`src/rtl/multicycle_ctrl_unit_pkg.sv`:
```
// -----------------------------------------------------------------------------
// multicycle_ctrl_unit_pkg
// Shared definitions for the multi-cycle RV32I control unit: state encoding,
// major opcodes, datapath select encodings and the packed control bundle
// produced by the per-state decoder.
// -----------------------------------------------------------------------------
package multicycle_ctrl_unit_pkg;

   // Control FSM states; HALT is absorbing.
   typedef enum logic [2:0] {
      S_IF1  = 3'd0,
      S_IF2  = 3'd1,
      S_ID   = 3'd2,
      S_EX1  = 3'd3,
      S_EX2  = 3'd4,
      S_MEM  = 3'd5,
      S_WB   = 3'd6,
      S_HALT = 3'd7
   } state_e;

   // RV32I major opcodes (instruction bits [6:0]).
   typedef enum logic [6:0] {
      ARITHMETIC     = 7'b0110011,
      ARITHMETIC_IMM = 7'b0010011,
      LOAD           = 7'b0000011,
      STORE          = 7'b0100011,
      BRANCH         = 7'b1100011,
      JAL            = 7'b1101111,
      JALR           = 7'b1100111,
      ECALL          = 7'b1110011
   } opcode_e;

   typedef enum logic [1:0] {
      PC_SRC_ALU    = 2'b00,
      PC_SRC_ALUOUT = 2'b01,
      PC_SRC_PC4    = 2'b10
   } pc_source_e;

   typedef enum logic [1:0] {
      SRC_B_RS2  = 2'b00,
      SRC_B_FOUR = 2'b01,
      SRC_B_IMM  = 2'b10
   } alu_src_b_e;

   typedef enum logic [1:0] {
      ALU_OP_ADD    = 2'b00,
      ALU_OP_BRANCH = 2'b01,
      ALU_OP_FUNCT  = 2'b10
   } alu_op_e;

   typedef enum logic [1:0] {
      WB_ALUOUT = 2'b00,
      WB_MDR    = 2'b01,
      WB_PC4    = 2'b10
   } wb_sel_e;

   // Datapath controls decoded from (state, opcode).
   typedef struct packed {
      logic       pc_write;
      logic [1:0] pc_source;
      logic       pc4_write;
      logic       i_or_d;
      logic       mem_read;
      logic       mem_write;
      logic       ir_write;
      logic       alu_src_a;
      logic [1:0] alu_src_b;
      logic [1:0] alu_op;
      logic       reg_write;
      logic [1:0] wb_sel;
   } ctrl_t;

endpackage

```
`src/rtl/multicycle_ctrl_unit_if.sv`:
```
// -----------------------------------------------------------------------------
// multicycle_ctrl_unit_if
// Bundles the control unit's connections to the next-state logic and the
// datapath.
//   master : control unit side (consumes next_state_in/opcode/bcond/mem_ready,
//            drives current_state, datapath enables/selects, status, counters)
//   slave  : surrounding core side (mirror image of master)
// -----------------------------------------------------------------------------
interface multicycle_ctrl_unit_if #(
   parameter int STATE_W = 3,
   parameter int CNT_W   = 32
);
   logic [STATE_W-1:0] next_state_in;
   logic [6:0]         part_of_inst;
   logic               alu_bcond;
   logic               mem_ready;

   logic [STATE_W-1:0] current_state;
   logic               pc_write;
   logic [1:0]         pc_source;
   logic               pc4_write;
   logic               i_or_d;
   logic               mem_read;
   logic               mem_write;
   logic               ir_write;
   logic               alu_src_a;
   logic [1:0]         alu_src_b;
   logic [1:0]         alu_op;
   logic               reg_write;
   logic [1:0]         wb_sel;
   logic               instr_retired;
   logic               mem_timeout;
   logic               is_halted;
   logic [CNT_W-1:0]   cycle_count;
   logic [CNT_W-1:0]   retire_count;

   modport master (
      input  next_state_in, part_of_inst, alu_bcond, mem_ready,
      output current_state, pc_write, pc_source, pc4_write, i_or_d,
             mem_read, mem_write, ir_write, alu_src_a, alu_src_b, alu_op,
             reg_write, wb_sel, instr_retired, mem_timeout, is_halted,
             cycle_count, retire_count
   );

   modport slave (
      output next_state_in, part_of_inst, alu_bcond, mem_ready,
      input  current_state, pc_write, pc_source, pc4_write, i_or_d,
             mem_read, mem_write, ir_write, alu_src_a, alu_src_b, alu_op,
             reg_write, wb_sel, instr_retired, mem_timeout, is_halted,
             cycle_count, retire_count
   );
endinterface

```
`src/rtl/ctrl_wait_timer.sv`:
```
// -----------------------------------------------------------------------------
// ctrl_wait_timer
// Counts consecutive memory-stall cycles and flags a timeout.
//   clk, reset : clock, async active-high reset
//   stall_i    : control FSM is waiting on mem_ready this cycle
//   clear_i    : FSM advances this cycle; restart the count
//   expire_o   : this stall cycle is the MAX_WAIT-th in a row (force HALT)
//   timeout_o  : sticky flag, set on expire, cleared only by reset
// -----------------------------------------------------------------------------
module ctrl_wait_timer #(
   parameter int MAX_WAIT = 16
) (
   input  logic clk,
   input  logic reset,
   input  logic stall_i,
   input  logic clear_i,
   output logic expire_o,
   output logic timeout_o
);
   localparam int CW = $clog2(MAX_WAIT);

   logic [CW-1:0] wait_cnt_q, wait_cnt_d;
   logic          timeout_q,  timeout_d;

   assign expire_o  = stall_i & (wait_cnt_q == CW'(MAX_WAIT - 1));
   assign timeout_o = timeout_q;

   always_comb begin
      // NOTE: every variable gets a default first so no path leaves it unassigned (no latch).
      wait_cnt_d = wait_cnt_q;
      timeout_d  = timeout_q | expire_o;
      if (clear_i) begin
         wait_cnt_d = '0;
      end else if (stall_i && !expire_o) begin
         wait_cnt_d = wait_cnt_q + CW'(1);
      end
   end

   always_ff @(posedge clk or posedge reset) begin
      if (reset) begin
         wait_cnt_q <= '0;
         timeout_q  <= 1'b0;
      end else begin
         // NOTE: non-blocking so every flop samples values from before the edge.
         wait_cnt_q <= wait_cnt_d;
         timeout_q  <= timeout_d;
      end
   end
endmodule

```
`src/rtl/multicycle_ctrl_unit.sv`:
```
// -----------------------------------------------------------------------------
// multicycle_ctrl_unit
// State register and Moore-style control decoder for the multi-cycle RV32I
// core. Registers next_state_in from the next-state logic (holding it while a
// memory request is outstanding), decodes (state, opcode) into datapath
// controls, traps to HALT on a memory wait timeout and pulses instr_retired
// once per completed instruction.
//   clk   : core clock
//   reset : asynchronous, active-high reset
//   bus   : multicycle_ctrl_unit_if.master (inputs next_state_in, part_of_inst,
//           alu_bcond, mem_ready; outputs current_state, datapath controls,
//           instr_retired, mem_timeout, is_halted, cycle_count, retire_count)
// Optional feature: define MULTICYCLE_PERF_COUNTER_EN to build saturating
// cycle/retire counters; otherwise both counter outputs are tied to zero.
// -----------------------------------------------------------------------------
module multicycle_ctrl_unit
   import multicycle_ctrl_unit_pkg::*;
#(
   parameter int STATE_W  = 3,
   parameter int MAX_WAIT = 16,
   parameter int CNT_W    = 32
) (
   input  logic                  clk,
   input  logic                  reset,
   multicycle_ctrl_unit_if.master bus
);
   logic [STATE_W-1:0] state_q, state_d;
   logic in_if1, in_ex1, in_ex2, in_mem, in_wb, in_halt;
   logic is_load, is_store, is_branch, is_jal, is_jalr, is_r_or_i;
   logic stall, expire, timeout, retire;
   ctrl_t ctrl, ctrl_out;

   assign in_if1  = (state_q == STATE_W'(S_IF1));
   assign in_ex1  = (state_q == STATE_W'(S_EX1));
   assign in_ex2  = (state_q == STATE_W'(S_EX2));
   assign in_mem  = (state_q == STATE_W'(S_MEM));
   assign in_wb   = (state_q == STATE_W'(S_WB));
   assign in_halt = (state_q == STATE_W'(S_HALT));

   assign is_load    = (bus.part_of_inst == LOAD);
   assign is_store   = (bus.part_of_inst == STORE);
   assign is_branch  = (bus.part_of_inst == BRANCH);
   assign is_jal     = (bus.part_of_inst == JAL);
   assign is_jalr    = (bus.part_of_inst == JALR);
   assign is_r_or_i  = (bus.part_of_inst == ARITHMETIC) ||
                       (bus.part_of_inst == ARITHMETIC_IMM);

   // Only instruction fetch and data load/store wait on memory.
   assign stall = (in_if1 | (in_mem & (is_load | is_store))) & ~bus.mem_ready;

   ctrl_wait_timer #(
      .MAX_WAIT (MAX_WAIT)
   ) u_wait_timer (
      .clk       (clk),
      .reset     (reset),
      .stall_i   (stall),
      .clear_i   (~stall),
      .expire_o  (expire),
      .timeout_o (timeout)
   );

   // ---------------- state register ----------------
   always_comb begin
      state_d = bus.next_state_in;
      if (in_halt || expire) begin
         state_d = STATE_W'(S_HALT);
      end else if (stall) begin
         state_d = state_q;
      end
   end

   always_ff @(posedge clk or posedge reset) begin
      if (reset) begin
         state_q <= STATE_W'(S_IF1);
      end else begin
         state_q <= state_d;
      end
   end

   // ---------------- per-state control decode ----------------
   always_comb begin
      ctrl = '0;
      case (state_q)
         STATE_W'(S_IF2): begin
            ctrl.alu_src_b = SRC_B_FOUR;
            ctrl.alu_op    = ALU_OP_ADD;
            ctrl.pc4_write = 1'b1;
         end
         STATE_W'(S_ID): begin
            // Precompute the branch target into ALUOut.
            ctrl.alu_src_b = SRC_B_IMM;
            ctrl.alu_op    = ALU_OP_ADD;
         end
         STATE_W'(S_EX1): begin
            ctrl.alu_src_a = ~is_jal;
            ctrl.alu_src_b = (bus.part_of_inst == ARITHMETIC) ? SRC_B_RS2 : SRC_B_IMM;
            if (is_r_or_i) begin
               ctrl.alu_op = ALU_OP_FUNCT;
            end else if (is_branch) begin
               ctrl.alu_op = ALU_OP_BRANCH;
            end else begin
               ctrl.alu_op = ALU_OP_ADD;
            end
            if (is_jal || is_jalr) begin
               ctrl.pc_write  = 1'b1;
               ctrl.pc_source = PC_SRC_ALU;
            end else if (is_branch && !bus.alu_bcond) begin
               ctrl.pc_write  = 1'b1;
               ctrl.pc_source = PC_SRC_PC4;
            end
         end
         STATE_W'(S_EX2): begin
            ctrl.pc_write  = 1'b1;
            ctrl.pc_source = PC_SRC_ALUOUT;
         end
         STATE_W'(S_MEM): begin
            ctrl.i_or_d    = 1'b1;
            ctrl.mem_read  = is_load;
            ctrl.mem_write = is_store;
            if (is_store && bus.mem_ready) begin
               ctrl.pc_write  = 1'b1;
               ctrl.pc_source = PC_SRC_PC4;
            end
         end
         STATE_W'(S_WB): begin
            ctrl.reg_write = 1'b1;
            if (is_load) begin
               ctrl.wb_sel = WB_MDR;
            end else if (is_jal || is_jalr) begin
               ctrl.wb_sel = WB_PC4;
            end else begin
               ctrl.wb_sel = WB_ALUOUT;
            end
            if (!(is_jal || is_jalr)) begin
               ctrl.pc_write  = 1'b1;
               ctrl.pc_source = PC_SRC_PC4;
            end
         end
         STATE_W'(S_HALT): begin
            ctrl = '0;
         end
         default: begin
            // IF1, and any illegal encoding, fetch from the PC.
            ctrl.mem_read = 1'b1;
            ctrl.i_or_d   = 1'b0;
            ctrl.ir_write = bus.mem_ready;
         end
      endcase
   end

   // Enables are forced low for as long as reset is held, not just at the edge.
   assign ctrl_out = reset ? ctrl_t'('0) : ctrl;

   assign retire = ~reset & ~stall & (bus.next_state_in == STATE_W'(S_IF1)) &
                   (in_wb | in_ex2 | (in_ex1 & is_branch & ~bus.alu_bcond) |
                    (in_mem & is_store));

   assign bus.current_state = state_q;
   assign bus.pc_write      = ctrl_out.pc_write;
   assign bus.pc_source     = ctrl_out.pc_source;
   assign bus.pc4_write     = ctrl_out.pc4_write;
   assign bus.i_or_d        = ctrl_out.i_or_d;
   assign bus.mem_read      = ctrl_out.mem_read;
   assign bus.mem_write     = ctrl_out.mem_write;
   assign bus.ir_write      = ctrl_out.ir_write;
   assign bus.alu_src_a     = ctrl_out.alu_src_a;
   assign bus.alu_src_b     = ctrl_out.alu_src_b;
   assign bus.alu_op        = ctrl_out.alu_op;
   assign bus.reg_write     = ctrl_out.reg_write;
   assign bus.wb_sel        = ctrl_out.wb_sel;
   assign bus.instr_retired = retire;
   assign bus.mem_timeout   = timeout;
   assign bus.is_halted     = in_halt;

   // ---------------- optional performance counters ----------------
`ifdef MULTICYCLE_PERF_COUNTER_EN
   logic [CNT_W-1:0] cycle_cnt_q, cycle_cnt_d;
   logic [CNT_W-1:0] retire_cnt_q, retire_cnt_d;

   always_comb begin
      cycle_cnt_d  = cycle_cnt_q;
      retire_cnt_d = retire_cnt_q;
      if (!in_halt && (cycle_cnt_q != {CNT_W{1'b1}})) begin
         cycle_cnt_d = cycle_cnt_q + CNT_W'(1);
      end
      if (retire && (retire_cnt_q != {CNT_W{1'b1}})) begin
         retire_cnt_d = retire_cnt_q + CNT_W'(1);
      end
   end

   always_ff @(posedge clk or posedge reset) begin
      if (reset) begin
         cycle_cnt_q  <= '0;
         retire_cnt_q <= '0;
      end else begin
         cycle_cnt_q  <= cycle_cnt_d;
         retire_cnt_q <= retire_cnt_d;
      end
   end

   assign bus.cycle_count  = cycle_cnt_q;
   assign bus.retire_count = retire_cnt_q;
`else
   assign bus.cycle_count  = {CNT_W{1'b0}};
   assign bus.retire_count = {CNT_W{1'b0}};
`endif

endmodule

```
`src/flat_wrapper.sv`:
```
// flat-port wrapper written by rule: the top's interface ports become plain ports
module multicycle_ctrl_unit_flat import multicycle_ctrl_unit_pkg::*;
#(
   parameter int STATE_W  = 3,
   parameter int MAX_WAIT = 16,
   parameter int CNT_W    = 32
)
  (clk, reset, bus_next_state_in, bus_part_of_inst, bus_alu_bcond, bus_mem_ready, bus_current_state, bus_pc_write, bus_pc_source, bus_pc4_write, bus_i_or_d, bus_mem_read, bus_mem_write, bus_ir_write, bus_alu_src_a, bus_alu_src_b, bus_alu_op, bus_reg_write, bus_wb_sel, bus_instr_retired, bus_mem_timeout, bus_is_halted, bus_cycle_count, bus_retire_count);
  multicycle_ctrl_unit_if #(.STATE_W(STATE_W), .CNT_W(CNT_W)) bus_i ();
  input  logic clk;
  input  logic reset;
  input wire logic [$bits(bus_i.next_state_in)-1:0] bus_next_state_in;
  input wire logic [$bits(bus_i.part_of_inst)-1:0] bus_part_of_inst;
  input wire logic [$bits(bus_i.alu_bcond)-1:0] bus_alu_bcond;
  input wire logic [$bits(bus_i.mem_ready)-1:0] bus_mem_ready;
  output wire logic [$bits(bus_i.current_state)-1:0] bus_current_state;
  output wire logic [$bits(bus_i.pc_write)-1:0] bus_pc_write;
  output wire logic [$bits(bus_i.pc_source)-1:0] bus_pc_source;
  output wire logic [$bits(bus_i.pc4_write)-1:0] bus_pc4_write;
  output wire logic [$bits(bus_i.i_or_d)-1:0] bus_i_or_d;
  output wire logic [$bits(bus_i.mem_read)-1:0] bus_mem_read;
  output wire logic [$bits(bus_i.mem_write)-1:0] bus_mem_write;
  output wire logic [$bits(bus_i.ir_write)-1:0] bus_ir_write;
  output wire logic [$bits(bus_i.alu_src_a)-1:0] bus_alu_src_a;
  output wire logic [$bits(bus_i.alu_src_b)-1:0] bus_alu_src_b;
  output wire logic [$bits(bus_i.alu_op)-1:0] bus_alu_op;
  output wire logic [$bits(bus_i.reg_write)-1:0] bus_reg_write;
  output wire logic [$bits(bus_i.wb_sel)-1:0] bus_wb_sel;
  output wire logic [$bits(bus_i.instr_retired)-1:0] bus_instr_retired;
  output wire logic [$bits(bus_i.mem_timeout)-1:0] bus_mem_timeout;
  output wire logic [$bits(bus_i.is_halted)-1:0] bus_is_halted;
  output wire logic [$bits(bus_i.cycle_count)-1:0] bus_cycle_count;
  output wire logic [$bits(bus_i.retire_count)-1:0] bus_retire_count;
  assign bus_i.next_state_in = bus_next_state_in;
  assign bus_i.part_of_inst = bus_part_of_inst;
  assign bus_i.alu_bcond = bus_alu_bcond;
  assign bus_i.mem_ready = bus_mem_ready;
  assign bus_current_state = bus_i.current_state;
  assign bus_pc_write = bus_i.pc_write;
  assign bus_pc_source = bus_i.pc_source;
  assign bus_pc4_write = bus_i.pc4_write;
  assign bus_i_or_d = bus_i.i_or_d;
  assign bus_mem_read = bus_i.mem_read;
  assign bus_mem_write = bus_i.mem_write;
  assign bus_ir_write = bus_i.ir_write;
  assign bus_alu_src_a = bus_i.alu_src_a;
  assign bus_alu_src_b = bus_i.alu_src_b;
  assign bus_alu_op = bus_i.alu_op;
  assign bus_reg_write = bus_i.reg_write;
  assign bus_wb_sel = bus_i.wb_sel;
  assign bus_instr_retired = bus_i.instr_retired;
  assign bus_mem_timeout = bus_i.mem_timeout;
  assign bus_is_halted = bus_i.is_halted;
  assign bus_cycle_count = bus_i.cycle_count;
  assign bus_retire_count = bus_i.retire_count;
  multicycle_ctrl_unit #(.STATE_W(STATE_W), .MAX_WAIT(MAX_WAIT), .CNT_W(CNT_W)) u_core (.clk(clk), .reset(reset), .bus(bus_i));
endmodule
```
`config.mk`:
```
export PLATFORM = sky130hd
export DESIGN_NAME = multicycle_ctrl_unit_flat
export DESIGN_NICKNAME = d
export VERILOG_FILES = /design/src/rtl/multicycle_ctrl_unit_pkg.sv /design/src/rtl/multicycle_ctrl_unit_if.sv /design/src/rtl/ctrl_wait_timer.sv /design/src/rtl/multicycle_ctrl_unit.sv /design/src/flat_wrapper.sv
export SDC_FILE = /design/constraint.sdc
export NUM_CORES = 1
export LEC_CHECK = 0
export CORE_AREA = 2 2 59 67
export CTS_CLUSTER_DIAMETER = 100
export DETAILED_ROUTE_END_ITERATION = 6
export DIE_AREA = 0 0 61 69
export PLACE_DENSITY = 0.83
export REMOVE_ABC_BUFFERS = 1
export SKIP_LAST_GASP = 1
export SLEW_MARGIN = 20
export SYNTH_ARGS = -nofsm -noshare
export SYNTH_HDL_FRONTEND = slang
export SYNTH_SLANG_ARGS = --single-unit
```
`constraint.sdc`:
```
create_clock -name clk -period 2.4 [get_ports clk]
set_clock_uncertainty 0.1 [all_clocks]
set_input_delay 0.24 -clock clk [delete_from_list [all_inputs] [get_ports clk]]
set_output_delay 0.24 -clock clk [all_outputs]
set_load 0.05 [all_outputs]
```
==> flow_summary.ini <==
[routing]
via_per_inst = 4.13
final_antenna_net_count = 0
detail_route.wirelength_um = 2640
drt_drc_violations_left = 0
drtPass1Iterations = 4
dr_total_vias = 1033
wire_length_per_cell_um = 10.5
drc_marker_count_from_the_first_detailed_route_iteration = 40

[sta]
final.period_utilization_pct = 94.1
final_critical_delay_including_setup_and_external_delays_ns = 2.26
timing_hold_violations_final = 0
final_setup_fails = 0
rsz0062_at_grt = false
fin_hold_ws_ns = 0.374
max_freq_mhz = 443
slew_viol_final = 0
finalSetupTns_ns = 0

[critical_path]
r2r_end = u_core.bus.current_state[1]
worstPathCellList = nor4bb_1 > and4_1 > a21oi_1 > nor3b_2 > buf_12
cp_max_fo = 14
crit-reg2reg-launch = u_core.bus.current_state[2]
cp-end-kind = output pin
r2r_setup_slack_ns = 0.80
worst-endpoint-arrival_ns = 1.92
timing.critical_path.required_ns = 2.06
startpoint_type = flop
worst_setup_path_endpoint = bus_instr_retired
slowest_stage = sky130_fd_sc_hd__dfrtp_1
crit_cells = 5
worst_setup_path_startpoint = u_core.bus.current_state[0]
path_class = reg -> out
timing.critical_path.buf_inv = 1
worst-r2r-cell-count = 5
path_delay_family = simple AND/OR/NAND/NOR gates
max_stage_delay_ns = 0.58

[pwr]
power_density_nw_per_um2 = 636
post-layout-total-power_w = 0.00102
vdd_ir_drop_max_mv = 0.234
p_leak_nw = 0.760

[place]
placed_cell_area_um2 = 1560
place_congestion = 0.878
buffer_ports.inserted = 35
dp_hpwl_um = 2180

[clock_tree]
tritoncts.num_buffers = 3
clk_path_buf_depth = 2
clkSinkCount = 8
post_cts_resized = 0
cts.root.buffer_cell = sky130_fd_sc_hd__clkbuf_8
clk_transition_reported_paths_ns = 0.04
worstSkewPairLatency_ns = 0.23
clock_h_tree_levels = 1
post_cts_hold_buffer_count = 0
post_cts_buffers = 0
cts_tree = done

[logic_synthesis]
postSynth.asyncResetShare_pct = 100
synth_top_flop_cell = sky130_fd_sc_hd__dfrtp_1
yosys_warnings = 0
syn_area_per_cell_um2 = 7.65
seq_area_frac_synth_pct = 16.4
synth_edf_count = 0
ys_ff_latch = 8
synth_area_um2 = 1220
synthDistinctLibCells = 40
synthCells = 160

[final_layout]
layout.core_utilization_pct = 45.2
fin_area_um2 = 1600
drive_above_1_share_pct = 18.5
fin_nets = 217
syn_to_final_growth_pct = 30.8
antenna-diode-count = 0
layout_common_cells = 64 x sky130_fd_sc_hd__conb_1, 17 x sky130_fd_sc_hd__clkdlybuf4s50_1, 16 x sky130_fd_sc_hd__nor2_1, 14 x sky130_fd_sc_hd__buf_12, 13 x sky130_fd_sc_hd__buf_4
final_common_cell = sky130_fd_sc_hd__conb_1

[grt]
via_count_of_the_first_global_routing_pass = 869
grt-ovfl-total = 0
grt_pass1_wl_um = 3980
grt_antenna_before_repair = 0
grt_usage_pct = 12.1
grt_start_max_net_pins = 15

[job]
max_cap_violations = 0

[hold_path]
tightest_hold_check_type = reg -> reg

[die]
floorplan.initialDensity_pct = 34.6
floorplan.io_pins = 100
die_height_um = 69
dieWidth_um = 61
fp.dieArea_um2 = 4210
placementRows = 23
core_region_area_um2 = 3540

[outcome]
result_of_the_run = completed
## worst min-delay path by stage
stage / end / cells past startpoint / slack (ns) / startpoint
finish: u_core.u_wait_timer.timeout_o / 1 / 0.37 / u_core.u_wait_timer.timeout_o
global route: u_core.u_wait_timer.timeout_o / 1 / 0.40 / u_core.u_wait_timer.timeout_o
CTS: u_core.u_wait_timer.timeout_o / 1 / 0.38 / u_core.u_wait_timer.timeout_o
detailed placement: u_core.u_wait_timer.timeout_o / 1 / 0.37 / u_core.u_wait_timer.timeout_o
global placement: u_core.u_wait_timer.timeout_o / 1 / 0.36 / u_core.u_wait_timer.timeout_o
floorplan: u_core.bus.current_state[0] / 1 / -0.02 / reset
## area by class of cell
cell class,count,area (um2)
clock buffers,3,41.3
multi-input cells,144,744
fillers,355,1940
flip-flops and latches,8,200
inverters,1,3.75
well taps,50,62.6
repair buffers,44,548
## cell families (layout without fill, tap and decap cells)
| group | count (synthesis) | after routing | share of synthesized area, % |
|---|---|---|---|
| DFF | 8 | 8 | 16.4 |
| AOI/OAI and AO/OA | 16 | 16 | 8.28 |
| adders and majority gates | 1 | 1 | 1.02 |
| muxes | 2 | 2 | 1.64 |
| and+or+nand+nor | 59 | 59 | 28.8 |
| buffers and inverters | 71 | 48 | 42.1 |
| other | 1 | 64 | 0.306 |
| xor gates and xnor gates | 2 | 2 | 1.43 |
## where the power goes
group          internal (W)  switching, W
combinational      0.000188      0.000472
sequential         0.000151     0.0000451
clock              0.000109     0.0000527
total              0.000448      0.000570
## state kept, by name, summed over array words and instances, names as in the netlist
register                        cells
u_core.u_wait_timer.wait_cnt_q      4
u_core.bus.current_state            3
u_core.u_wait_timer.timeout_o       1
## per-stage QoR
stage / setup slack [ns] / cells
floorplan: -1.87 / 153
global placement: 0.147 / 247
detailed placement: 0.133 / 247
CTS: 0.118 / 250
global route: 0.0494 / 250
finish: 0.142 / 250
## synth_stat cells, types with 2 or more instances
| library cell | number | share of area [%] |
|---|---|---|
| sky130_fd_sc_hd__buf_2 | 4 | 1.6 |
| sky130_fd_sc_hd__and3_1 | 4 | 2.0 |
| sky130_fd_sc_hd__nor3_2 | 4 | 3.3 |
| sky130_fd_sc_hd__nor3_1 | 4 | 1.6 |
| sky130_fd_sc_hd__xnor2_1 | 2 | 1.4 |
| sky130_fd_sc_hd__nor2_1 | 16 | 4.9 |
| sky130_fd_sc_hd__dfrtp_1 | 8 | 16 |
| sky130_fd_sc_hd__nand2b_1 | 2 | 1.0 |
| sky130_fd_sc_hd__nand3_1 | 4 | 1.6 |
| sky130_fd_sc_hd__o21bai_1 | 2 | 1.2 |
| sky130_fd_sc_hd__buf_4 | 65 | 40 |
| sky130_fd_sc_hd__mux2i_1 | 2 | 1.6 |
| sky130_fd_sc_hd__nor4_1 | 2 | 1.0 |
| sky130_fd_sc_hd__and4b_1 | 2 | 1.6 |
| sky130_fd_sc_hd__a31oi_1 | 3 | 1.5 |
| sky130_fd_sc_hd__nand2_1 | 7 | 2.1 |
| sky130_fd_sc_hd__a21oi_1 | 6 | 2.5 |
## per-layer routing
metal	track usage (%)	part of all wire (%)	routed length (um)	vias up
li1	-	-	-	501
met1	15.4	39	1020	466
met2	20.0	51	1350	64
met3	2.81	9.4	249	2
met4	2.90	0.72	19	0
met5	0	0	0	-
Note: power is estimated with default switching activity, not from simulation.
